[config.mk]
export PLATFORM = sky130hd
export DESIGN_NAME = fir_host_ctrl
export DESIGN_NICKNAME = d
export VERILOG_FILES = /design/src/rtl/fir_host_ctrl.sv
export SDC_FILE = /design/constraint.sdc
export NUM_CORES = 1
export LEC_CHECK = 0
export CAP_MARGIN = 20
export CORE_ASPECT_RATIO = 1.2
export CORE_UTILIZATION = 45
export CTS_CLUSTER_SIZE = 12
export DETAILED_ROUTE_END_ITERATION = 10
export HOLD_SLACK_MARGIN = 0.02
export PLACE_DENSITY = 0.75
export SETUP_SLACK_MARGIN = 0.2
export SYNTH_ARGS = -nofsm -noshare
export SYNTH_HDL_FRONTEND = slang
export SYNTH_SLANG_ARGS = --single-unit
[constraint.sdc]
create_clock -name clk -period 4.95 [get_ports clk]
set_clock_uncertainty 0.05 [all_clocks]
set_input_delay 0.495 -clock clk [delete_from_list [all_inputs] [get_ports clk]]
set_output_delay 0.495 -clock clk [all_outputs]
set_load 0.01 [all_outputs]
[src/rtl/fir_host_ctrl.sv]
// fir_host_ctrl
// Initiator-side sequencer for a command-driven FIR core. It collects one
// frame of SIGNAL_LENGTH samples from an input stream, clears the core,
// writes the samples, starts computation, waits for done, then reads each
// result back and presents it on an output stream.
//
// Ports
//   clk, reset            clock, synchronous active-high reset
//   in_valid/in_ready     input sample stream (in_data, 32 bit)
//   out_valid/out_ready   output sample stream (out_data, out_last)
//   busy                  high whenever not IDLE
//   frame_done            one-cycle pulse after the last output handshake
//   err                   sticky compute-timeout flag, cleared on next frame
//   f_reset, f_operation, f_addr, f_x   command port to the FIR core
//   f_y, f_done                         read data / completion from the core
//
// Registered command outputs lag the state that issues them by one cycle:
// a command decided in state S is visible on the core port during the
// following cycle. The only exception is f_reset for CLEAR, which is raised
// on the IDLE->CLEAR transition so it is visible while CLEAR is current.
module fir_host_ctrl #(
  parameter int unsigned SIGNAL_LENGTH   = 1000,
  parameter int unsigned READ_LATENCY    = 1,
  parameter int unsigned COMPUTE_TIMEOUT = 0
) (
  input  logic        clk,
  input  logic        reset,
  input  logic        in_valid,
  output logic        in_ready,
  input  logic [31:0] in_data,
  output logic        out_valid,
  input  logic        out_ready,
  output logic [31:0] out_data,
  output logic        out_last,
  output logic        busy,
  output logic        frame_done,
  output logic        err,
  output logic        f_reset,
  output logic [1:0]  f_operation,
  output logic [31:0] f_addr,
  output logic [31:0] f_x,
  input  logic [31:0] f_y,
  input  logic        f_done
);

  localparam logic [2:0] S_IDLE      = 3'd0;
  localparam logic [2:0] S_CLEAR     = 3'd1;
  localparam logic [2:0] S_LOAD      = 3'd2;
  localparam logic [2:0] S_COMPUTE   = 3'd3;
  localparam logic [2:0] S_READ_REQ  = 3'd4;
  localparam logic [2:0] S_READ_WAIT = 3'd5;
  localparam logic [2:0] S_OUT       = 3'd6;

  localparam logic [1:0] OP_NOP     = 2'b00;
  localparam logic [1:0] OP_WRITE   = 2'b01;
  localparam logic [1:0] OP_COMPUTE = 2'b10;
  localparam logic [1:0] OP_READ    = 2'b11;

  localparam logic [31:0] LAST_IDX = 32'(SIGNAL_LENGTH - 1);
  // Only meaningful when COMPUTE_TIMEOUT != 0.
  localparam logic [31:0] TMO_LAST = 32'(COMPUTE_TIMEOUT - 1);
  localparam logic [31:0] RD_LAT   = 32'(READ_LATENCY);

  logic [2:0]  state;
  logic [31:0] load_cnt;
  logic [31:0] rd_cnt;
  logic [31:0] comp_cnt;
  logic [31:0] wait_cnt;

  assign in_ready = (state == S_LOAD);
  assign busy     = (state != S_IDLE);

  always_ff @(posedge clk) begin
    if (reset) begin
      state       <= S_IDLE;
      f_reset     <= 1'b1;
      f_operation <= OP_NOP;
      f_addr      <= '0;
      f_x         <= '0;
      out_valid   <= 1'b0;
      out_data    <= '0;
      out_last    <= 1'b0;
      frame_done  <= 1'b0;
      err         <= 1'b0;
      load_cnt    <= '0;
      rd_cnt      <= '0;
      comp_cnt    <= '0;
      wait_cnt    <= '0;
    end else begin
      // Pulses and commands default to idle; states below override.
      f_reset     <= 1'b0;
      f_operation <= OP_NOP;
      frame_done  <= 1'b0;

      case (state)
        S_IDLE: begin
          if (in_valid) begin
            state   <= S_CLEAR;
            err     <= 1'b0;
            f_reset <= 1'b1;
          end
        end

        S_CLEAR: begin
          state    <= S_LOAD;
          load_cnt <= '0;
        end

        S_LOAD: begin
          if (in_valid) begin
            f_operation <= OP_WRITE;
            f_addr      <= load_cnt;
            f_x         <= in_data;
            load_cnt    <= load_cnt + 32'd1;
            if (load_cnt == LAST_IDX) begin
              state    <= S_COMPUTE;
              comp_cnt <= '0;
            end
          end
        end

        // The first COMPUTE cycle still shows the final write on the port;
        // compute commands follow from the second cycle on.
        S_COMPUTE: begin
          if (f_done) begin
            state  <= S_READ_REQ;
            rd_cnt <= '0;
          end else if ((COMPUTE_TIMEOUT != 0) && (comp_cnt == TMO_LAST)) begin
            err     <= 1'b1;
            f_reset <= 1'b1;
            state   <= S_IDLE;
          end else begin
            comp_cnt    <= comp_cnt + 32'd1;
            f_operation <= OP_COMPUTE;
            f_addr      <= '0;
          end
        end

        S_READ_REQ: begin
          f_operation <= OP_READ;
          f_addr      <= rd_cnt;
          wait_cnt    <= '0;
          state       <= S_READ_WAIT;
        end

        // wait_cnt==0 is the cycle the read is visible on the port, so the
        // word is on f_y when wait_cnt reaches READ_LATENCY.
        S_READ_WAIT: begin
          if (wait_cnt == RD_LAT) begin
            out_data  <= f_y;
            out_valid <= 1'b1;
            out_last  <= (rd_cnt == LAST_IDX);
            state     <= S_OUT;
          end else begin
            wait_cnt <= wait_cnt + 32'd1;
          end
        end

        S_OUT: begin
          if (out_ready) begin
            out_valid <= 1'b0;
            out_last  <= 1'b0;
            if (out_last) begin
              frame_done <= 1'b1;
              state      <= S_IDLE;
            end else begin
              rd_cnt <= rd_cnt + 32'd1;
              state  <= S_READ_REQ;
            end
          end
        end

        default: state <= S_IDLE;
      endcase
    end
  end

endmodule
==> summary.txt, run 1 <==
Run status
  – Status: finished clean

Placement
  – Hpwl dp: 15600 um
  – Dpl ws: 1490 ps
  – RD Place Congestion: 0.863
  – Port bufs: 172

Critical path
  – WS Path Type: flip-flop to flip-flop
  – Crit path capture type: flip-flop
  – Worst-path fanout max: 42
  – Crit start category: flip-flop
  – Required time worst endpoint: 5300 ps
  – Reg2reg start: state[1]
  – Critical path origin: state[1]
  – FF-to-FF setup slack: 1710 ps
  – Data arrival, critical path: 3580 ps

Layout
  – Area Growth Syn to Fin: 27.5%
  – Share of cells above drive strength 1: 6.02%
  – Multi-input combinational cell area: 4530 um2
  – Nets: 1223
  – Area occupied by registers: 4020 um2
  – Fillers: 1746

STA
  – Period utilization: 65.4%
  – Fin. max-slew vios: 0
  – Minimum clock period: 3240 ps
  – Final Hold Vio Count: 0
  – Setup TNS: 0 ps
  – Maximum clock frequency: 309 MHz
  – RSZ-0062 raised after global routing: false
  – Final worst slack: 1710 ps
  – Slew Limit Headroom: 32.2%
  – Actual slew at the worst max-slew pin: 1020 ps
  – # setup viols final: 0

GRT
  – GR Util All Layers: 22.1%
  – Met1 Use GR: 27.1%
  – Grt met2 use: 37.7%
  – Grt met3 use: 5.03%
  – Vias in the first global route: 7456
  – GRT busiest layer: met2
  – Initial antenna violation count: 0
  – Largest net degree at the start of global routing: 80
  – Overflow after GRT: 0
  – First-pass GRT wire length: 36600 um

Synthesis
  – Syn_nets: 1084
  – Mapped cell area: 8930 um2
  – Flop and latch count out of synthesis: 201
  – EDFF count, synth: 0
  – Ys async rst share: 0%
  – Post-synth top flop: dfxtp_1
  – Syn_area_per_cell: 8.83 um2
  – Register area share after synthesis: 45.1%
  – Netlist cell types: 71
  – Yosys synthesis warning count: 0
  – Syn Inst Count: 1011

Clocking
  – Postcts setup bufs: 0
  – CTS tree: done
  – Clk pin slew, worst setup/hold paths: 60 ps
  – # resized after CTS: 0
  – Clk sinks: 201
  – Clk root buf: clkbuf_16
  – Skew-Pair Late Insertion Delay: 500 ps
  – Deepest clock path buffer count: 3
  – Cts hold-fix bufs: 0
  – CTS Buf Count: 22
  – CTS H-tree lvls: 1

Drt
  – Vias: 7797
  – Drt first pass iters: 5
  – Avg Vias per Cell: 5.48
  – Total Wirelength: 22600 um
  – Antenna-violating nets left: 0
  – Residual DRC: 0
  – WL per Instance: 15.9 um
  – Iteration-0 DRC Markers: 444

Die
  – Core area: 19500 um2
  – DIE WIDTH: 131 um
  – I/O pin cnt: 174
  – Starting density of the core: 45.8%
  – Die area: 20400 um2
  – Cell Rows: 56
  – Die Span Y: 156 um

Hold path
  – HP Class: flip-flop to flip-flop
  – Hold wc startpoint: f_x[27]

Power
  – PwrDens: 308 nW/um2
  – Leakage: 0.00382 uW
  – Worst vdd ir: 0.202 mV

Job
  – Max-cap violation count: 0
## per-stage QoR
step	cells	area [um2]	total power (uW)	hold WS, ps	utilization (%)
final	1424	11400	3500	401	58.4
after global routing	1423	11400	3640	428	58.4
after CTS	1423	11400	3540	404	58.4
after detailed placement	1387	10700	1990	396	54.9
after global placement	1387	10700	1980	391	54.9
after floorplan	1011	8930	1840	402	-
## Yosys cell counts, drive strengths merged, types with 2 or more instances
master,n,share of area [%]
and4,10,0.98
or4,7,0.59
nand2b,5,0.35
o32ai,2,0.20
and3,22,1.5
nor2b,2,0.14
nor4,21,1.8
nand3b,5,0.56
nand3,39,2.2
nand4,52,3.9
a211oi,37,3.3
xor2,55,5.4
o211ai,5,0.42
or3,14,0.98
o21a,2,0.17
or2,2,0.14
a2111oi,3,0.57
ha,4,0.56
buf,31,2.4
nand2,101,4.3
clkbuf,34,1.4
o21ai,17,1.0
nor4b,4,0.63
xnor2,13,1.3
dfxtp,201,45
nor2,153,6.5
a21oi,59,3.6
a22oi,33,2.8
nor3,13,0.97
and2,5,0.35
o31ai,3,0.25
nor3b,2,0.29
inv,9,0.38
mux2i,33,3.7
## path summary, 6_finish.rpt
path	to	cells past startpoint
hold reg to reg	f_x[27]	2
setup / recovery	f_addr[27]	5
hold / removal	f_x[27]	2
setup reg to reg	f_addr[27]	5
## power breakdown
| group | switching [uW] | total, uW | internal (uW) |
|---|---|---|---|
| registers | 25.6 | 1680 | 1650 |
| clock network | 632 | 1550 | 920 |
| logic | 135 | 275 | 140 |
## metal layers
metal  vias up  wire, um
li1       3893         -
met1      3654      9610
met2       205     11100
met3        45      1330
met4         0       553
met5         -         0
## registers in the layout, summed over array words and instances, names as in the netlist
register / flops
out_data: 32
f_x: 32
f_addr: 32
state: 3
rd_cnt: 32
f_reset: 1
load_cnt: 32
frame_done: 1
wait_cnt: 32
out_last: 1
out_valid: 1
f_operation: 2
## cell usage in the layout, fill, tap and decap left out, types with 36 or more instances in the layout
cell type and instances:
a211oi_1 36, nor2_1 151, nand3_1 38, nand2_1 100, nand4_1 48, dfxtp_1 201, xor2_1 55, a21oi_1 55
clkdlybuf4s50_1 171
## logic make-up after synthesis
| kind of cell | synth area share [%] |
|---|---|
| compound gates | 13.1 |
| other cells | 0.0420 |
| flops | 45.1 |
| xor+xnor | 6.67 |
| simple gates | 26.5 |
| buf+inv | 4.25 |
| mux | 3.83 |
| fa+ha+maj | 0.561 |
## worst max-delay path, cell delays in order (launching register included)
cell      delay [ps]
dfxtp_1          760
nand3_2          750
a21oi_4          740
buf_4            470
nor2_1            80
a211oi_1         260
## layout make-up
cell class	instances	area share, %
Antenna cell	1	0.0220
Clock buffer	34	5.86
Clock inverter	2	0.121
Inverter	9	0.297
Multi-Input combinational cell	736	39.8
Sequential cell	201	35.4
Tap cell	261	2.87
Timing Repair Buffer	180	15.6
(Power assumes the default switching activity.)
==> run 2: changes to the inputs <==
==> constraint.sdc (replaced) <==
create_clock -name clk -period 3.05 [get_ports clk]
set_clock_uncertainty 0.05 [all_clocks]
set_input_delay 0.305 -clock clk [delete_from_list [all_inputs] [get_ports clk]]
set_output_delay 0.305 -clock clk [all_outputs]
set_load 0.01 [all_outputs]
==> run 2 against run 1 <==
Design area increased by 0.85%; hold slack got worse by 120 ps; sequential power increased by 62%; clock power increased by 65%; routed wire length increased by 3.0%; sequential cell count unchanged; via count increased by 1.5%; sequential share of layout area decreased by 0.30 points; non-clock buffer count increased by 11; power increased by 64%; global-route usage increased by 0.76 points; critical path depth decreased by 2; largest power group unchanged.
==> summary.txt, run 2 (synthesized netlist as in run 1, its figures left out) <==
Clocking
  – Clk root buf: clkbuf_16
  – Deepest clock path buffer count: 3 (unchanged)
  – Skew-Pair Late Insertion Delay: 500 ps (about the same)
  – Clk sinks: 201 (unchanged)
  – Postcts setup bufs: 0 (unchanged)
  – Cts hold-fix bufs: 0 (unchanged)
  – Clk pin slew, worst setup/hold paths: 60 ps (about the same)
  – CTS tree: done
  – CTS H-tree lvls: 1 (unchanged)
  – # resized after CTS: 0 (unchanged)
  – CTS Buf Count: 22 (unchanged)

Power
  – Logic pwr share: 7.9% (about the same)
  – Worst vdd ir: 0.354 mV (+75%)
  – Flop pwr share: 47.5% (-0.4 points)
  – Int Power: 4440 uW (+64%)
  – PwrDens: 500 nW/um2 (+62%)
  – Switching power: 1300 uW (+64%)
  – Switching share of power: 22.6% (+0.028 points)
  – Leakage: 0.00388 uW (+1.5%)
  – Power share of the clock group: 44.6% (+0.3 points)
  – Tot Pwr: 5740 uW (+64%)

Critical path
  – Worst-path fanout max: 17 (-60%)
  – Required time worst endpoint: 2690 ps (-2610 ps)
  – R2R Path End: load_cnt[31]
  – Reg2reg start: state[0]
  – Data arrival, critical path: 2300 ps (-1280 ps)
  – FF-to-FF setup slack: 660 ps (-1050 ps)
  – Crit start category: flip-flop
  – R2R cell count: 5 (unchanged)
  – Crit path cell chain: inv_1, nor2_1, clkdlybuf4s50_1
  – Crit path capture type: primary output
  – Slowest stage cell, crit path: dfxtp_1
  – WS Path Type: flip-flop to primary output
  – CP peak stage delay: 780 ps (+20 ps)
  – Critical path origin: state[1]

Drt
  – Vias: 7915 (+1.5%)
  – WL per Instance: 16.3 um (+2.4%)
  – Residual DRC: 0 (unchanged)
  – Avg Vias per Cell: 5.52 (+0.88%)
  – Drt first pass iters: 5 (unchanged)
  – Antenna-violating nets left: 0 (unchanged)
  – Iteration-0 DRC Markers: 563 (+27%)
  – Total Wirelength: 23300 um (+3.0%)

Layout
  – Area occupied by registers: 4020 um2 (unchanged)
  – Most frequent cells in the layout: 201 x dfxtp_1, 171 x clkdlybuf4s50_1, 151 x nor2_1
  – Most common cell after layout, fill and taps aside: dfxtp_1
  – Final core utilization: 58.9% (+0.49 points)
  – Nets: 1234 (+0.90%)
  – Fillers: 1762 (+0.92%)
  – Area Growth Syn to Fin: 28.5%
  – Share of cells above drive strength 1: 6.91% (+0.89 points)
  – Multi-input combinational cell area: 4530 um2 (unchanged)
  – ANT cells: 0 (-1)

Hold path
  – Hold wc startpoint: reset
  – Hold endpoint: wait_cnt[0]
  – HP Class: input pin to flip-flop
  – Hold path depth: 2 (unchanged)

STA
  – Period utilization: 87.0%
  – # setup viols final: 0 (unchanged)
  – RSZ-0062 raised after global routing: false
  – Fin. max-slew vios: 0 (unchanged)
  – Maximum clock frequency: 377 MHz
  – Slew Limit Headroom: 52.0% (+20 points)
  – Minimum clock period: 2650 ps
  – Final Hold Vio Count: 0 (unchanged)
  – Actual slew at the worst max-slew pin: 719 ps (-298 ps)
  – Setup TNS: 0 ps (unchanged)
  – Final worst slack: 397 ps (-1320 ps)

Job
  – Max-cap violation count: 0 (unchanged)

Die
  – Core area: 19500 um2 (unchanged)
  – Die Span Y: 156 um (unchanged)
  – Starting density of the core: 45.8% (unchanged)
  – DIE WIDTH: 131 um (unchanged)
  – I/O pin cnt: 174 (unchanged)
  – Cell Rows: 56 (unchanged)
  – Die area: 20400 um2 (unchanged)

GRT
  – Largest net degree at the start of global routing: 65 (-19%)
  – Vias in the first global route: 7478 (+0.30%)
  – GR Util All Layers: 22.9% (+0.76 points)
  – First-pass GRT wire length: 37700 um (+2.8%)
  – Initial antenna violation count: 0 (unchanged)
  – Overflow after GRT: 0 (unchanged)

Placement
  – RD Place Congestion: 0.906 (+4.9%)
  – Hpwl dp: 16000 um (+2.4%)
  – Dpl ws: 602 ps (-887 ps)
  – Port bufs: 172 (unchanged)

Run status
  – Status: finished clean
==> run 2: cell types whose count changed in the layout (fill, tap and decap cells not counted), sizes merged <==
cell,before,now
clkbuf,34,31
bufinv,0,1
clkinv,1,3
buf,9,20
inv,10,9
diode,1,0
==> run 2: worst max-delay path: cells and delay by family (launching register included) <==
family / cells / cell delay, ps
flops: 1 / 780
simple gates: 1 / 160
buf+inv: 2 / 850
==> run 2: per-layer routing <==
metal  track usage (%)  vias to the layer above  wire length [um]
met5                 0                        -                 0
met3              4.89                       39              1420
met4              6.68                        0               484
li1                  -                     3911                 -
met2              39.7                      240             11600
met1              28.2                     3725              9850
==> run 2: final cells by class <==
type / instances / area share [%]
Multi-Input combinational cell: 736 / 39.5
Sequential cell: 201 / 35.1
Clock inverter: 4 / 0.425
Inverter: 9 / 0.294
Tap cell: 261 / 2.85
Clock buffer: 31 / 5.54
Timing Repair Buffer: 191 / 16.3
==> run 2: power by group through the flow <==
stage | Clock [uW] | Sequential [uW] | Combinational, uW
after floorplan | 0 | 2790 | 199
after global placement | 0 | 2780 | 448
after detailed placement | 0 | 2780 | 454
after CTS | 2610 | 2720 | 457
after global routing | 2720 | 2730 | 492
final | 2560 | 2720 | 453
==> run 2: worst max-delay path by stage <==
stage | slack (ps) | end
final | 400 | in_ready
after global routing | 280 | in_ready
after CTS | 400 | in_ready
after detailed placement | 600 | load_cnt[31]
after global placement | 660 | load_cnt[31]
after floorplan | 1190 | wait_cnt[0]
==> run 2: per-stage QoR <==
step	hold WS (ps)	cell area (um2)	cells
global placement	391	10800	1398
global route	292	11500	1433
floorplan	391	8930	1011
CTS	272	11500	1433
detailed placement	396	10800	1398
finish	285	11500	1433
==> run 3: changes to the inputs <==
--- a/config.mk
+++ b/config.mk
@@ -10,9 +10,12 @@
 export CORE_UTILIZATION = 45
 export CTS_CLUSTER_SIZE = 12
 export DETAILED_ROUTE_END_ITERATION = 10
+export GPL_TIMING_DRIVEN = 0
 export HOLD_SLACK_MARGIN = 0.02
+export MAX_ROUTING_LAYER = met4
 export PLACE_DENSITY = 0.75
 export SETUP_SLACK_MARGIN = 0.2
 export SYNTH_ARGS = -nofsm -noshare
 export SYNTH_HDL_FRONTEND = slang
 export SYNTH_SLANG_ARGS = --single-unit
+export TNS_END_PERCENT = 20
==> run 3 against run 2 <==
Die area is the same; sequential cell count is the same; sequential power is essentially flat; critical endpoint unchanged; power grew 1.6%; design area grew 1.7%; clock power grew 2%; critical path type unchanged; hold slack lost 180 ps; maximum frequency grew 5.1%; first-iteration DRC count grew 1.6%; final cell count grew 3.2%.
==> summary.txt, run 3 (synthesized netlist as in run 1, its figures left out) <==
Die
  – Die area: 20400 um2 (unchanged)
  – Core area: 19500 um2 (unchanged)
  – Die Span Y: 156 um (unchanged)
  – Starting density of the core: 45.8% (unchanged)
  – I/O pin cnt: 174 (unchanged)
  – DIE WIDTH: 131 um (unchanged)
  – Cell Rows: 56 (unchanged)

Layout
  – Most frequent cells in the layout: 201 x dfxtp_1, 171 x clkdlybuf4s50_1, 152 x nor2_1
  – Final std cells w/o fill: 1479 (+3.2%)
  – Area Growth Syn to Fin: 30.7%
  – ANT cells: 0 (unchanged)
  – Most common cell after layout, fill and taps aside: dfxtp_1
  – Final Instance Area: 11700 um2 (+1.7%)
  – Fillers: 1734 (-1.6%)
  – Final core utilization: 59.9% (+1.0 points)
  – Nets: 1279 (+3.6%)
  – Share of cells above drive strength 1: 7.55% (+0.64 points)

Critical path
  – FF-to-FF setup slack: 710 ps (+50 ps)
  – WS Path Type: flip-flop to primary output
  – R2R Path End: wait_cnt[0]
  – CP peak stage delay: 560 ps (-220 ps)
  – Crit start category: flip-flop
  – Crit path capture type: primary output
  – CP top delay family: buffers and inverters
  – WP buf/inv: 3 (+1)
  – Data arrival, critical path: 2170 ps (-130 ps)
  – R2R cell count: 7 (+2)
  – Reg2reg start: wait_cnt[0]
  – Worst-path fanout max: 10 (-7)
  – Slowest stage cell, crit path: clkdlybuf4s50_1
  – Required time worst endpoint: 2690 ps (about the same)
  – Crit path cell chain: buf_4, buf_2, or2_2, nor2_1, clkdlybuf4s50_1

Clocking
  – Postcts setup bufs: 0 (unchanged)
  – # resized after CTS: 0 (unchanged)
  – Cts hold-fix bufs: 0 (unchanged)
  – CTS H-tree lvls: 1 (unchanged)
  – Clk pin slew, worst setup/hold paths: 60 ps (about the same)
  – CTS Buf Count: 22 (unchanged)
  – CTS tree: done
  – Skew-Pair Late Insertion Delay: 510 ps (about the same)
  – Deepest clock path buffer count: 3 (unchanged)
  – Clk sinks: 201 (unchanged)
  – Clk root buf: clkbuf_16

GRT
  – Overflow after GRT: 0 (unchanged)
  – Vias in the first global route: 7744 (+3.6%)
  – First-pass GRT wire length: 38800 um (+3.2%)
  – Largest net degree at the start of global routing: 13 (-80%)
  – GR Util All Layers: 24.5% (+1.6 points)
  – Initial antenna violation count: 0 (unchanged)

Power
  – Leakage: 0.00399 uW (+2.8%)
  – Worst vdd ir: 0.395 mV (+12%)
  – PwrDens: 499 nW/um2 (-0.12%)

Hold path
  – Hold wc startpoint: in_valid
  – Hold path depth: 3 (+1)
  – HP Class: input pin to flip-flop
  – Hold endpoint: state[0]

STA
  – Final worst slack: 525 ps (+128 ps)
  – Actual slew at the worst max-slew pin: 897 ps (+179 ps)
  – Period utilization: 82.8% (-4.2 points)
  – Setup TNS: 0 ps (unchanged)
  – RSZ-0062 raised after global routing: false
  – Slew Limit Headroom: 39.8% (-12 points)
  – Final Hold Vio Count: 0 (unchanged)
  – Fin. max-slew vios: 0 (unchanged)
  – Maximum clock frequency: 396 MHz (+5.1%)
  – Minimum clock period: 2520 ps (-128 ps)
  – # setup viols final: 0 (unchanged)

Placement
  – Placed cell areas: 11000 um2 (+1.6%)
  – RD Place Congestion: 0.907 (about the same)
  – Placed cell count: 1443 (+3.2%)
  – Hpwl dp: 18000 um (+12%)
  – Port bufs: 171 (-0.58%)
  – Dpl ws: 519 ps (-83.1 ps)

Drt
  – Top sig layer: met4
  – Total Wirelength: 24700 um (+5.8%)
  – Met3 wire length: 1530 um (+7.9%)
  – Residual DRC: 0 (unchanged)
  – Met2 wire length: 12000 um (+3.8%)
  – DRT met1 WL: 10400 um (+6.1%)
  – Iteration-0 DRC Markers: 572 (+1.6%)
  – WL per Instance: 16.7 um (+2.5%)
  – Drt first pass iters: 5 (unchanged)
  – Vias: 8242 (+4.1%)
  – Avg Vias per Cell: 5.57 (+0.89%)
  – Antenna-violating nets left: 0 (unchanged)

Run status
  – Status: finished clean

Job
  – Max-cap violation count: 0 (unchanged)
run 3: cell count changes in the layout (fill, tap and decap cells not counted), sizes merged:
cell / previous run / this run
buf: 20 / 31
clkbuf: 31 / 66
run 3: final cells by class:
class | instances | area [um2] | area share [%]
multi-input cells | 736 | 4520 | 38.8
clock buffers | 32 | 659 | 5.65
clock inverters | 4 | 45.0 | 0.386
plain buffers | 65 | 345 | 2.96
flip-flops and latches | 201 | 4020 | 34.5
inverters | 9 | 33.8 | 0.289
repair buffers | 171 | 1710 | 14.7
well taps | 261 | 327 | 2.80
run 3: metal layers:
layer  vias to the layer above  global-route usage, %
li1                       3996                      -
met3                        51                   4.48
met2                       298                   40.5
met1                      3897                   30.2
met4                         0                   7.33
met5                         -                      -
run 3: how the worst max path moves through the flow:
| stage | start | to | depth (start not counted) |
|---|---|---|---|
| finish | state[2] | in_ready | 5 |
| global route | state[2] | in_ready | 5 |
| CTS | state[2] | in_ready | 5 |
| detailed placement | reset | f_x[28] | 5 |
| global placement | reset | out_data[6] | 5 |
| floorplan | wait_cnt[0] | wait_cnt[0] | 7 |
run 3: worst register-to-register path, stage by stage (launching register included):
cell and delay (ps):
dfxtp_1 410, ha_1 180, nor4b_2 280, nand4_1 300, o21ai_2 440, buf_6 210
mux2_2 340, nor2_1 70
run 3: power breakdown:
group / internal, uW / total (uW) / switching [uW]
Sequential: 2680 / 2710 / 30.1
Clock: 1570 / 2620 / 1050
Combinational: 243 / 490 / 247
run 3: metrics by stage:
stage | power, uW | hold WS [ps]
4_1_cts | 5860 | 95.8
6_report | 5830 | 102
5_1_grt | 6000 | 147
2_1_floorplan | 2990 | 391
3_3_place_gp | 3250 | 392
3_5_place_dp | 3260 | 396
